<file path="config.mk">
export PLATFORM = sky130hd
export DESIGN_NAME = i2c_codec_responder_flat
export DESIGN_NICKNAME = d
export VERILOG_FILES = /design/src/rtl/i2c_codec_responder_if.sv /design/src/rtl/i2c_codec_responder.sv /design/src/flat_wrapper.sv
export SDC_FILE = /design/constraint.sdc
export NUM_CORES = 1
export LEC_CHECK = 0
export CAP_MARGIN = 20
export CORE_ASPECT_RATIO = 0.75
export CORE_MARGIN = 4
export CORE_UTILIZATION = 60
export CTS_CLUSTER_DIAMETER = 200
export DETAILED_ROUTE_END_ITERATION = 10
export HOLD_SLACK_MARGIN = 0.05
export PLACE_DENSITY_LB_ADDON = 0.05
export SLEW_MARGIN = 25
export SYNTH_ARGS = -nofsm -noshare
export SYNTH_HDL_FRONTEND = slang
export SYNTH_SLANG_ARGS = --single-unit
</file>
<file path="constraint.sdc">
create_clock -name clk -period 5.7 [get_ports clk]
set_input_delay 0.57 -clock clk [delete_from_list [all_inputs] [get_ports clk]]
set_output_delay 0.57 -clock clk [all_outputs]
set_load 0.1 [all_outputs]
</file>
<file path="src/rtl/i2c_codec_responder_if.sv">
// Bus bundle for the codec control-port responder: I2C lines, commit strobe,
// register-file read port and status.
`timescale 1ns/1ps
interface i2c_codec_responder_if;
  logic       scl_in;
  logic       sda_in;
  logic       sda_oe;
  logic       wr_valid;
  logic [6:0] wr_addr;
  logic [8:0] wr_data;
  logic [3:0] rd_addr;
  logic [8:0] rd_data;
  logic       busy;
  logic [7:0] err_count;

  modport slave (
    input  scl_in, sda_in, rd_addr,
    output sda_oe, wr_valid, wr_addr, wr_data, rd_data, busy, err_count
  );

  modport master (
    output scl_in, sda_in, rd_addr,
    input  sda_oe, wr_valid, wr_addr, wr_data, rd_data, busy, err_count
  );
endinterface

</file>
<file path="src/rtl/i2c_codec_responder.sv">
// Write-only I2C slave modelling a WM8731-style codec control port: 7-bit address,
// 16-bit frames {reg[6:0], data[8:0]} captured into a small register file.
`timescale 1ns/1ps
module i2c_codec_responder #(
  parameter logic [6:0] DEV_ADDR = 7'h1A,
  parameter int         NUM_REGS = 11
) (
  input logic                  clk,
  input logic                  reset,
  i2c_codec_responder_if.slave bus
);

  localparam int DATA_W = 9;

  localparam logic [2:0] S_IDLE      = 3'd0;
  localparam logic [2:0] S_ADDR      = 3'd1;
  localparam logic [2:0] S_ACK_A     = 3'd2;
  localparam logic [2:0] S_BYTE1     = 3'd3;
  localparam logic [2:0] S_ACK_1     = 3'd4;
  localparam logic [2:0] S_BYTE2     = 3'd5;
  localparam logic [2:0] S_ACK_2     = 3'd6;
  localparam logic [2:0] S_WAIT_STOP = 3'd7;

  localparam logic [6:0] RESET_REG = 7'd15;

  function automatic logic [7:0] sat_inc(input logic [7:0] v);
    return (v == 8'hFF) ? v : v + 8'd1;
  endfunction

  // Stage p0/p1: two-flop synchronizer; p2: previous sample for edge detection.
  // Idle bus level is high, so reset to 1 to avoid phantom edges.
  logic scl_p0, scl_p1, scl_p2;
  logic sda_p0, sda_p1, sda_p2;

  always_ff @(posedge clk or posedge reset) begin
    if (reset) begin
      scl_p0 <= 1'b1;
      scl_p1 <= 1'b1;
      scl_p2 <= 1'b1;
      sda_p0 <= 1'b1;
      sda_p1 <= 1'b1;
      sda_p2 <= 1'b1;
    end else begin
      scl_p0 <= bus.scl_in;
      scl_p1 <= scl_p0;
      scl_p2 <= scl_p1;
      sda_p0 <= bus.sda_in;
      sda_p1 <= sda_p0;
      sda_p2 <= sda_p1;
    end
  end

  logic scl_rise, scl_fall, scl_high, start_cond, stop_cond;

  assign scl_rise   = scl_p1 & ~scl_p2;
  assign scl_fall   = ~scl_p1 & scl_p2;
  assign scl_high   = scl_p1 & scl_p2;
  assign start_cond = scl_high & sda_p2 & ~sda_p1;
  assign stop_cond  = scl_high & ~sda_p2 & sda_p1;

  logic [2:0]        state;
  logic [2:0]        bit_cnt;
  logic [6:0]        shreg;
  logic [6:0]        addr_q;
  logic [DATA_W-1:0] data_q;
  logic [7:0]        byte_nxt;
  logic              byte_done;
  logic              commit;
  logic              addr_in_range;
  logic              addr_bad;

  assign byte_nxt      = {shreg, sda_p1};
  assign byte_done     = scl_rise & (bit_cnt == 3'd7);
  // sda_oe doubles as the ACK phase flag: low = about to acknowledge, high = about to release.
  assign commit        = (state == S_ACK_2) & scl_fall & ~bus.sda_oe;
  assign addr_in_range = int'(addr_q) < NUM_REGS;
  assign addr_bad      = ~addr_in_range & (addr_q != RESET_REG);

  always_ff @(posedge clk or posedge reset) begin
    if (reset) begin
      state         <= S_IDLE;
      bit_cnt       <= 3'd0;
      shreg         <= 7'd0;
      addr_q        <= 7'd0;
      data_q        <= '0;
      bus.sda_oe    <= 1'b0;
      bus.busy      <= 1'b0;
      bus.err_count <= 8'd0;
      bus.wr_valid  <= 1'b0;
      bus.wr_addr   <= 7'd0;
      bus.wr_data   <= '0;
    end else begin
      bus.wr_valid <= 1'b0;
      if (start_cond) begin
        state      <= S_ADDR;
        bus.busy   <= 1'b1;
        bit_cnt    <= 3'd0;
        bus.sda_oe <= 1'b0;
      end else if (stop_cond) begin
        if (state != S_IDLE && state != S_WAIT_STOP)
          bus.err_count <= sat_inc(bus.err_count);
        state      <= S_IDLE;
        bus.busy   <= 1'b0;
        bus.sda_oe <= 1'b0;
      end else begin
        case (state)
          S_ADDR, S_BYTE1, S_BYTE2: begin
            if (scl_rise) begin
              shreg   <= byte_nxt[6:0];
              bit_cnt <= bit_cnt + 3'd1;
            end
            if (byte_done) begin
              case (state)
                S_ADDR: begin
                  if (byte_nxt[7:1] == DEV_ADDR && !byte_nxt[0]) begin
                    state <= S_ACK_A;
                  end else begin
                    // Reads are a protocol error; foreign addresses are simply ignored.
                    if (byte_nxt[7:1] == DEV_ADDR)
                      bus.err_count <= sat_inc(bus.err_count);
                    state <= S_WAIT_STOP;
                  end
                end
                S_BYTE1: begin
                  addr_q    <= byte_nxt[7:1];
                  data_q[8] <= byte_nxt[0];
                  state     <= S_ACK_1;
                end
                default: begin
                  data_q[7:0] <= byte_nxt;
                  state       <= S_ACK_2;
                end
              endcase
            end
          end
          S_ACK_A, S_ACK_1, S_ACK_2: begin
            if (scl_fall) begin
              if (!bus.sda_oe) begin
                bus.sda_oe <= 1'b1;
                if (commit) begin
                  bus.wr_valid <= 1'b1;
                  bus.wr_addr  <= addr_q;
                  bus.wr_data  <= data_q;
                  if (addr_bad)
                    bus.err_count <= sat_inc(bus.err_count);
                end
              end else begin
                bus.sda_oe <= 1'b0;
                bit_cnt    <= 3'd0;
                case (state)
                  S_ACK_A: state <= S_BYTE1;
                  S_ACK_1: state <= S_BYTE2;
                  default: state <= S_WAIT_STOP;
                endcase
              end
            end
          end
          default: ;
        endcase
      end
    end
  end

  logic [DATA_W-1:0] regs [NUM_REGS];
  logic [DATA_W-1:0] rd_mux;

  always_comb begin
    rd_mux = '0;
    for (int i = 0; i < NUM_REGS; i++)
      if (int'(bus.rd_addr) == i) rd_mux = regs[i];
  end

  // Read data is registered from the pre-commit contents, so a same-cycle
  // write shows up on rd_data one clock later.
  always_ff @(posedge clk or posedge reset) begin
    if (reset) begin
      for (int i = 0; i < NUM_REGS; i++) regs[i] <= '0;
      bus.rd_data <= '0;
    end else begin
      bus.rd_data <= rd_mux;
      if (commit) begin
        for (int i = 0; i < NUM_REGS; i++) begin
          if (addr_q == RESET_REG)
            regs[i] <= '0;
          else if (int'(addr_q) == i)
            regs[i] <= data_q;
        end
      end
    end
  end

endmodule

</file>
<file path="src/flat_wrapper.sv">
// flat-port wrapper written by rule: the top's interface ports become plain ports
module i2c_codec_responder_flat 
#(
  parameter logic [6:0] DEV_ADDR = 7'h1A,
  parameter int         NUM_REGS = 11
)
  (clk, reset, bus_scl_in, bus_sda_in, bus_rd_addr, bus_sda_oe, bus_wr_valid, bus_wr_addr, bus_wr_data, bus_rd_data, bus_busy, bus_err_count);
  i2c_codec_responder_if bus_i ();
  input logic clk;
  input logic reset;
  input wire logic [$bits(bus_i.scl_in)-1:0] bus_scl_in;
  input wire logic [$bits(bus_i.sda_in)-1:0] bus_sda_in;
  input wire logic [$bits(bus_i.rd_addr)-1:0] bus_rd_addr;
  output wire logic [$bits(bus_i.sda_oe)-1:0] bus_sda_oe;
  output wire logic [$bits(bus_i.wr_valid)-1:0] bus_wr_valid;
  output wire logic [$bits(bus_i.wr_addr)-1:0] bus_wr_addr;
  output wire logic [$bits(bus_i.wr_data)-1:0] bus_wr_data;
  output wire logic [$bits(bus_i.rd_data)-1:0] bus_rd_data;
  output wire logic [$bits(bus_i.busy)-1:0] bus_busy;
  output wire logic [$bits(bus_i.err_count)-1:0] bus_err_count;
  assign bus_i.scl_in = bus_scl_in;
  assign bus_i.sda_in = bus_sda_in;
  assign bus_i.rd_addr = bus_rd_addr;
  assign bus_sda_oe = bus_i.sda_oe;
  assign bus_wr_valid = bus_i.wr_valid;
  assign bus_wr_addr = bus_i.wr_addr;
  assign bus_wr_data = bus_i.wr_data;
  assign bus_rd_data = bus_i.rd_data;
  assign bus_busy = bus_i.busy;
  assign bus_err_count = bus_i.err_count;
  i2c_codec_responder #(.DEV_ADDR(DEV_ADDR), .NUM_REGS(NUM_REGS)) u_core (.clk(clk), .reset(reset), .bus(bus_i));
endmodule
</file>
==> results of run 1 <==
==> power groups by stage <==
stage          clock network (W)  registers [W]  logic [W]
6_report                 0.00105        0.00133   0.000406
4_1_cts                  0.00106        0.00133   0.000407
5_1_grt                  0.00112        0.00134   0.000432
3_5_place_dp                   0        0.00136   0.000406
3_3_place_gp                   0        0.00135   0.000398
2_1_floorplan                  0        0.00151   0.000139
==> metal layers <==
layer  part of all wire (%)  global-route usage, %
met1                     49                   43.3
met2                     40                   33.5
met3                    9.5                   8.05
met4                    1.6                   7.40
met5                      0                      0
==> how the worst max path moves through the flow <==
stage                       startpoint                                   to  slack [ns]  cells past startpoint
5_1_grt        u_core.scl_p1$_DFF_PP1_  u_core.bus.err_count[1]$_DFFE_PP0P_        1.91                      6
2_1_floorplan                    reset         u_core.addr_q[0]$_DFFE_PP0P_        0.54                      1
6_report       u_core.scl_p1$_DFF_PP1_  u_core.bus.err_count[1]$_DFFE_PP0P_        2.22                      6
3_5_place_dp   u_core.scl_p1$_DFF_PP1_  u_core.bus.err_count[1]$_DFFE_PP0P_        2.26                      6
4_1_cts        u_core.scl_p1$_DFF_PP1_  u_core.bus.err_count[1]$_DFFE_PP0P_        2.25                      6
3_3_place_gp   u_core.scl_p1$_DFF_PP1_  u_core.bus.err_count[1]$_DFFE_PP0P_        2.40                      6
==> metrics by stage <==
step                utilization, %  power (W)  cell area, µm²  std cells
floorplan                        -    0.00165            7700        702
global placement              66.3    0.00175            8250        881
detailed placement            66.4    0.00176            8250        881
CTS                           70.6    0.00280            8790        913
global route                  70.6    0.00289            8790        913
finish                        70.6    0.00279            8790        913
==> cells by family after synthesis <==
logic type	share of synthesized area, %
simple gates	14.2
flops	55.3
compound gates	11.8
mux	14.2
buf+inv	2.44
xor+xnor	1.59
fa+ha+maj	0.487
==> critical path, stage by stage, from the launching register on <==
cell      delay [ns]
dfstp_2         0.56
nand2b_1        0.20
or3_1           0.64
clkinv_1        0.65
a211oi_1        0.85
nor2_1          0.16
mux2_2          0.32
==> layout make-up <==
cell class | instances | area (µm²)
clock buffer | 19 | 433
inverter | 12 | 50.0
fill | 886 | 3650
clock inverter | 13 | 98.8
sequential | 170 | 4260
multi-input combinational | 484 | 3260
timing repair buffer | 49 | 475
tap | 166 | 208
==> registers in the layout, indices dropped and copies added (netlist names) <==
register	cells
u_core.data_q	9
u_core.bus.busy	1
u_core.bus.rd_data	9
u_core.regs	99
u_core.shreg	7
u_core.bus.wr_addr	7
u_core.addr_q	7
u_core.sda_p2	1
u_core.bit_cnt	3
u_core.bus.sda_oe	1
u_core.scl_p1	1
u_core.bus.wr_valid	1
u_core.bus.wr_data	9
u_core.scl_p2	1
u_core.sda_p0	1
u_core.bus.err_count	8
u_core.sda_p1	1
u_core.scl_p0	1
u_core.state	3
==> cells in the mapped netlist, drive strengths merged (6+ instances only) <==
library cell and n:
inv 10, xor2 7, xnor2 7, nand2 127, mux2i 7, and2 10
nand3 9, or2 6, nor2 17, dfstp 6, a21oi 28, o21ai 69
dfrtp 164, clkbuf 28, mux2 83, nor3 17, buf 8
==> layout by cell type (no fill, tap or decap), drive strengths merged, types with 4 or more instances in the layout <==
cell and instances:
mux2 83, o311ai 5, or2 6, a21oi 28
nand2b 4, a22oi 5, nor3 17, inv 12
nor2 17, clkinv 8, a21o 5, clkinvlp 5
xnor2 7, nand2 127, nand4 5, dfstp 6
o21ai 69, clkdlybuf4s50 43, a22o 5, and3 5
buf 6, dfrtp 164, nand3 9, clkbuf 19
nor2b 4, xor2 7, a221o 4, o22ai 5
mux2i 7, mux4 4, and2 10
==> results by group, run 1 <==
Global routing
  • First-pass GRT wire length: 30400 µm
  • Largest net degree at the start of global routing: 70
  • Grt ovf: 0
  • GRT Overall Usage: 26.5%
  • Vias in the first global route: 5387
  • Initial antenna violation count: 0

Yosys
  • Synth top area cells: dfrtp_1, mux2_2, nand2_1, o21ai_0, dfstp_2
  • Dominant cell type by area after synthesis: dfrtp_1
  • Synth top area share: 53.3%
  • Number of synthesized flops with an enable pin: 0
  • Most common flop cell mapped by yosys: dfrtp_1
  • Register area share after synthesis: 55.3%
  • Cell Area, Synth: 7700 µm²
  • Post-synth ARST share: 100%
  • Post-Syn Instances: 702
  • Synth warn: 0
  • Syn nets: 713
  • Mean Syn Cell Area: 11.0 µm²
  • Synth unique cells: 59
  • Seq cells post-synth: 170

Timing
  • RSZ-0062 raised after global routing: no
  • Slew @ Worst Pin: 0.988 ns
  • Fmax: 288 MHz
  • Worst hold slack: 0.357 ns
  • Fin. Hold Viols: 0
  • Setup TNS: 0 ns
  • Fin crit share: 61.0%
  • Setup Viol. Count Final: 0
  • Slew Limit Headroom: 33.9%
  • Clk_skew: 0.0137 ns
  • Slew Viols, Final: 0
  • Post-layout minimum cycle time: 3.48 ns
  • Setup ws final: 2.22 ns

Power and ir drop
  • Maximum VDD drop: 0.327 mV
  • Cell Pwr Density: 317 nW/µm²
  • Share of total power in combinational logic: 14.6%
  • P_leak: 4.02 nW
  • Sw Share: 30.4%
  • Switch Pwr: 0.000848 W
  • Power share of the clock group: 37.6%
  • Sequential Power Share: 47.8%
  • Cell internal pwr: 0.00194 W

Placed design
  • Dpl ws: 2.26 ns
  • Estimated wirelength of the detail-placed design: 12800 µm
  • Routability congestion estimate: 0.934
  • Port Buf Inserts: 43

CTS
  • Num CTS Buffers: 17
  • Sink Count: 170
  • CTS tree: yes
  • CTS root buffer: clkbuf_16
  • Post-CTS Setup Bufs: 0
  • Clock transition at path regs: 0.07 ns
  • CTS resizes: 0
  • H-tree depth: 4
  • Longest Clk Path Bufs: 2
  • Clk Latency, worst-skew pair: 0.44 ns
  • CTS Hold Bufs: 0

Finish
  • Ratio of cells with drive above 1 in the final layout: 19.5%
  • Diode count: 0
  • Nets: 745
  • Area grow syn2layout: 14.0%

Die
  • Core area: 12400 µm²
  • Die height: 106 µm
  • I/O pin count: 44
  • Die ar.: 14700 µm²
  • FP Rows: 35
  • Die width: 139 µm
  • Initial Util: 61.9%

Drt
  • DR iter-0 viols: 633
  • Avg WL per Cell: 20.4 µm
  • Vias/cell: 6.17
  • Via count: 5631
  • DRC viols: 0
  • First-pass DRT Iterations: 5
  • Post-Route WL: 18600 µm
  • Post-route ant nets: 0

Worst setup path
  • Setup CP Type: reg2reg
  • CP Data Arrival Time: 3.79 ns
  • Reg2Reg Depth: 6
  • Startpoint Class: flip-flop
  • Critical Path Sink Type: flip-flop
  • Critical path fanouts, max: 18
  • WP data required: 6.01 ns
  • Reg2reg end: u_core.bus.err_count[1]$_DFFE_PP0P_
  • Reg-to-Reg Start: u_core.scl_p1$_DFF_PP1_
  • R2r setup slk: 2.22 ns

Min path
  • Hold Crit Endpoint: u_core.sda_p1$_DFF_PP1_
  • Hold Crit Start: u_core.sda_p0$_DFF_PP1_
  • HP Class: reg2reg
  • Hold depth: 0

Status
  • Status: complete, no violations

Job
  • Max Cap Violations: 0
Power figures use the tool's default switching activity.
==> run 2, diff against run 1 <==
Settings changed: CORE_UTILIZATION 60 to 54.
Clock period 5.7 ns to 3 ns, I/O delays scaled along.
==> run 2 against run 1 <==
Sequential power grew 91%. Highest routed layer unchanged. Register-to-register slack lost 1.8 ns. Clock power grew 130%. Clock skew shrank 0.0042 ns. First-iteration DRC count shrank 3.0%. Power grew 100%.
==> results by group, run 2 (synthesis results as in run 1) <==
Drt
  • Post-route ant nets: 0 (unchanged)
  • First-pass DRT Iterations: 5 (unchanged)
  • DRC viols: 0 (unchanged)
  • Vias/cell: 5.99 (-2.9%)
  • Via count: 5620 (-0.20%)
  • Post-Route WL: 19100 µm (+2.7%)
  • DR iter-0 viols: 614 (-3.0%)
  • Avg WL per Cell: 20.4 µm (about the same)

Min path
  • HP Class: in2reg
  • Hold Crit Endpoint: u_core.sda_p0$_DFF_PP1_
  • Hold depth: 1 (+1)
  • Hold Crit Start: bus_sda_in

Worst setup path
  • WP data required: 3.30 ns (-2.71 ns)
  • Startpoint Class: flip-flop
  • Reg2Reg Depth: 5 (-1)
  • Crit-path max cell delay: 0.66 ns (-0.19 ns)
  • Critical path fanouts, max: 10 (-8)
  • Critical Path Sink Type: flip-flop
  • Reg-to-Reg Start: u_core.sda_p1$_DFF_PP1_
  • Setup CP Type: reg2reg
  • Reg2reg end: u_core.bus.err_count[1]$_DFFE_PP0P_
  • R2r setup slk: 0.45 ns (-1.78 ns)
  • CP Data Arrival Time: 2.86 ns (-0.93 ns)
  • Slowest library cell on the worst path: dfstp_2
  • Crit path cell chain: or3b_2 > nor4_1 > o311ai_1 > nor2_1 > mux2_2

Status
  • Status: complete, no violations

Timing
  • Fin. Hold Viols: 0 (unchanged)
  • RSZ-0062 raised after global routing: no
  • Fin crit share: 85.1% (+24 points)
  • Setup TNS: 0 ns (unchanged)
  • Clk_skew: 0.00945 ns (-0.00420 ns)
  • Worst hold slack: 0.283 ns (-0.0737 ns)
  • Slew @ Worst Pin: 0.964 ns (-0.0242 ns)
  • Setup Viol. Count Final: 0 (unchanged)
  • Slew Limit Headroom: 35.5% (+1.6 points)
  • Fmax: 392 MHz (+36%)
  • Post-layout minimum cycle time: 2.55 ns (-0.924 ns)
  • Slew Viols, Final: 0 (unchanged)

Die
  • Die width: 146 µm (+5.1%)
  • FP Rows: 37 (+5.7%)
  • Initial Util: 55.7% (-6.3 points)
  • Core area: 13800 µm² (+11%)
  • I/O pin count: 44 (unchanged)
  • Die height: 111 µm (+5.0%)
  • Die ar.: 16300 µm² (+10%)

Finish
  • Final non-filler cell total: 938 (+2.7%)
  • Commonest cells after routing, fill and taps aside: dfrtp_1, nand2_1, mux2_2
  • Nets: 761 (+2.1%)
  • Largest register by flop count: u_core.regs
  • Max reg flops: 99 (unchanged)
  • Diode count: 0 (unchanged)
  • Util after Layout: 64.8% (-5.8 points)
  • Ratio of cells with drive above 1 in the final layout: 25.8% (+6.3 points)
  • Area grow syn2layout: 16.5%
  • Commonest non-fill, non-tap cell in the layout: dfrtp_1

Placed design
  • Placed cells: 906 (+2.8%)
  • Routability congestion estimate: 0.913 (-2.2%)
  • Estimated wirelength of the detail-placed design: 13500 µm (+5.8%)
  • Port Buf Inserts: 43 (unchanged)

CTS
  • H-tree depth: 4 (unchanged)
  • Post-CTS Setup Bufs: 0 (unchanged)
  • Num CTS Buffers: 17 (unchanged)
  • CTS root buffer: clkbuf_16
  • Sink Count: 170 (unchanged)
  • Longest Clk Path Bufs: 2 (unchanged)
  • CTS resizes: 0 (unchanged)
  • CTS tree: yes
  • Clk Latency, worst-skew pair: 0.42 ns (-0.02 ns)
  • Clock transition at path regs: 0.06 ns (about the same)
  • CTS Hold Bufs: 0 (unchanged)

Global routing
  • Grt ovf: 0 (unchanged)
  • GRT Overall Usage: 24.4% (-2.1 points)
  • First-pass GRT wire length: 31100 µm (+2.5%)
  • Vias in the first global route: 5544 (+2.9%)
  • Initial antenna violation count: 0 (unchanged)
  • Largest net degree at the start of global routing: 63 (-10%)

Power and ir drop
  • Total power: 0.00570 W (+100%)
  • P_leak: 4.24 nW (+5.5%)
  • Maximum VDD drop: 0.450 mV (+38%)
  • Cell Pwr Density: 635 nW/µm² (+100%)

Job
  • Max Cap Violations: 0 (unchanged)
==> run 2: worst max-delay path by stage <==
| stage | start | end | slack [ns] |
|---|---|---|---|
| after CTS | u_core.sda_p1$_DFF_PP1_ | u_core.bus.err_count[1]$_DFFE_PP0P_ | 0.47 |
| final | u_core.sda_p1$_DFF_PP1_ | u_core.bus.err_count[1]$_DFFE_PP0P_ | 0.45 |
| after detailed placement | u_core.sda_p1$_DFF_PP1_ | u_core.bus.err_count[1]$_DFFE_PP0P_ | 0.49 |
| after global routing | u_core.sda_p1$_DFF_PP1_ | u_core.bus.err_count[1]$_DFFE_PP0P_ | 0.30 |
| after floorplan | u_core.bus.sda_oe$_DFFE_PP0P_ | u_core.bus.err_count[1]$_DFFE_PP0P_ | 0.25 |
| after global placement | u_core.sda_p1$_DFF_PP1_ | u_core.bus.err_count[1]$_DFFE_PP0P_ | 0.55 |
==> run 2: cell type report <==
class                   instances  area (µm²)
fillers                      1071        4870
flip-flops and latches        170        4260
multi-input cells             484        3250
repair buffers                 65         546
clock buffers                  22         484
well taps                     175         219
clock inverters                10         161
inverters                      12        48.8
==> run 2: report_power, final <==
part / internal [W] / switching, W / total, W
clock: 0.00149 / 0.000898 / 0.00238
sequential: 0.00240 / 0.000139 / 0.00254
combinational: 0.000216 / 0.000554 / 0.000770
==> run 2: metrics by stage <==
step,instance area [µm²],setup slack [ns]
final,8970,0.446
after global routing,8970,0.296
after CTS,8970,0.470
after detailed placement,8330,0.487
after global placement,8330,0.550
after floorplan,7710,0.253
==> run 2: metal layers <==
metal / global-route usage (%) / wire length [µm] / vias up
li1: - / - / 2576
met5: 0 / 0 / -
met3: 6.83 / 1300 / 28
met4: 5.44 / 337 / 0
met2: 34.1 / 8020 / 192
met1: 37.8 / 9430 / 2824
==> run 2: critical path: cells and delay by family (launching register included) <==
family,cells,cell delay (ns)
AOI/OAI and AO/OA,1,0.31
DFF,1,0.66
muxes,1,0.36
and+or+nand+nor,3,1.10
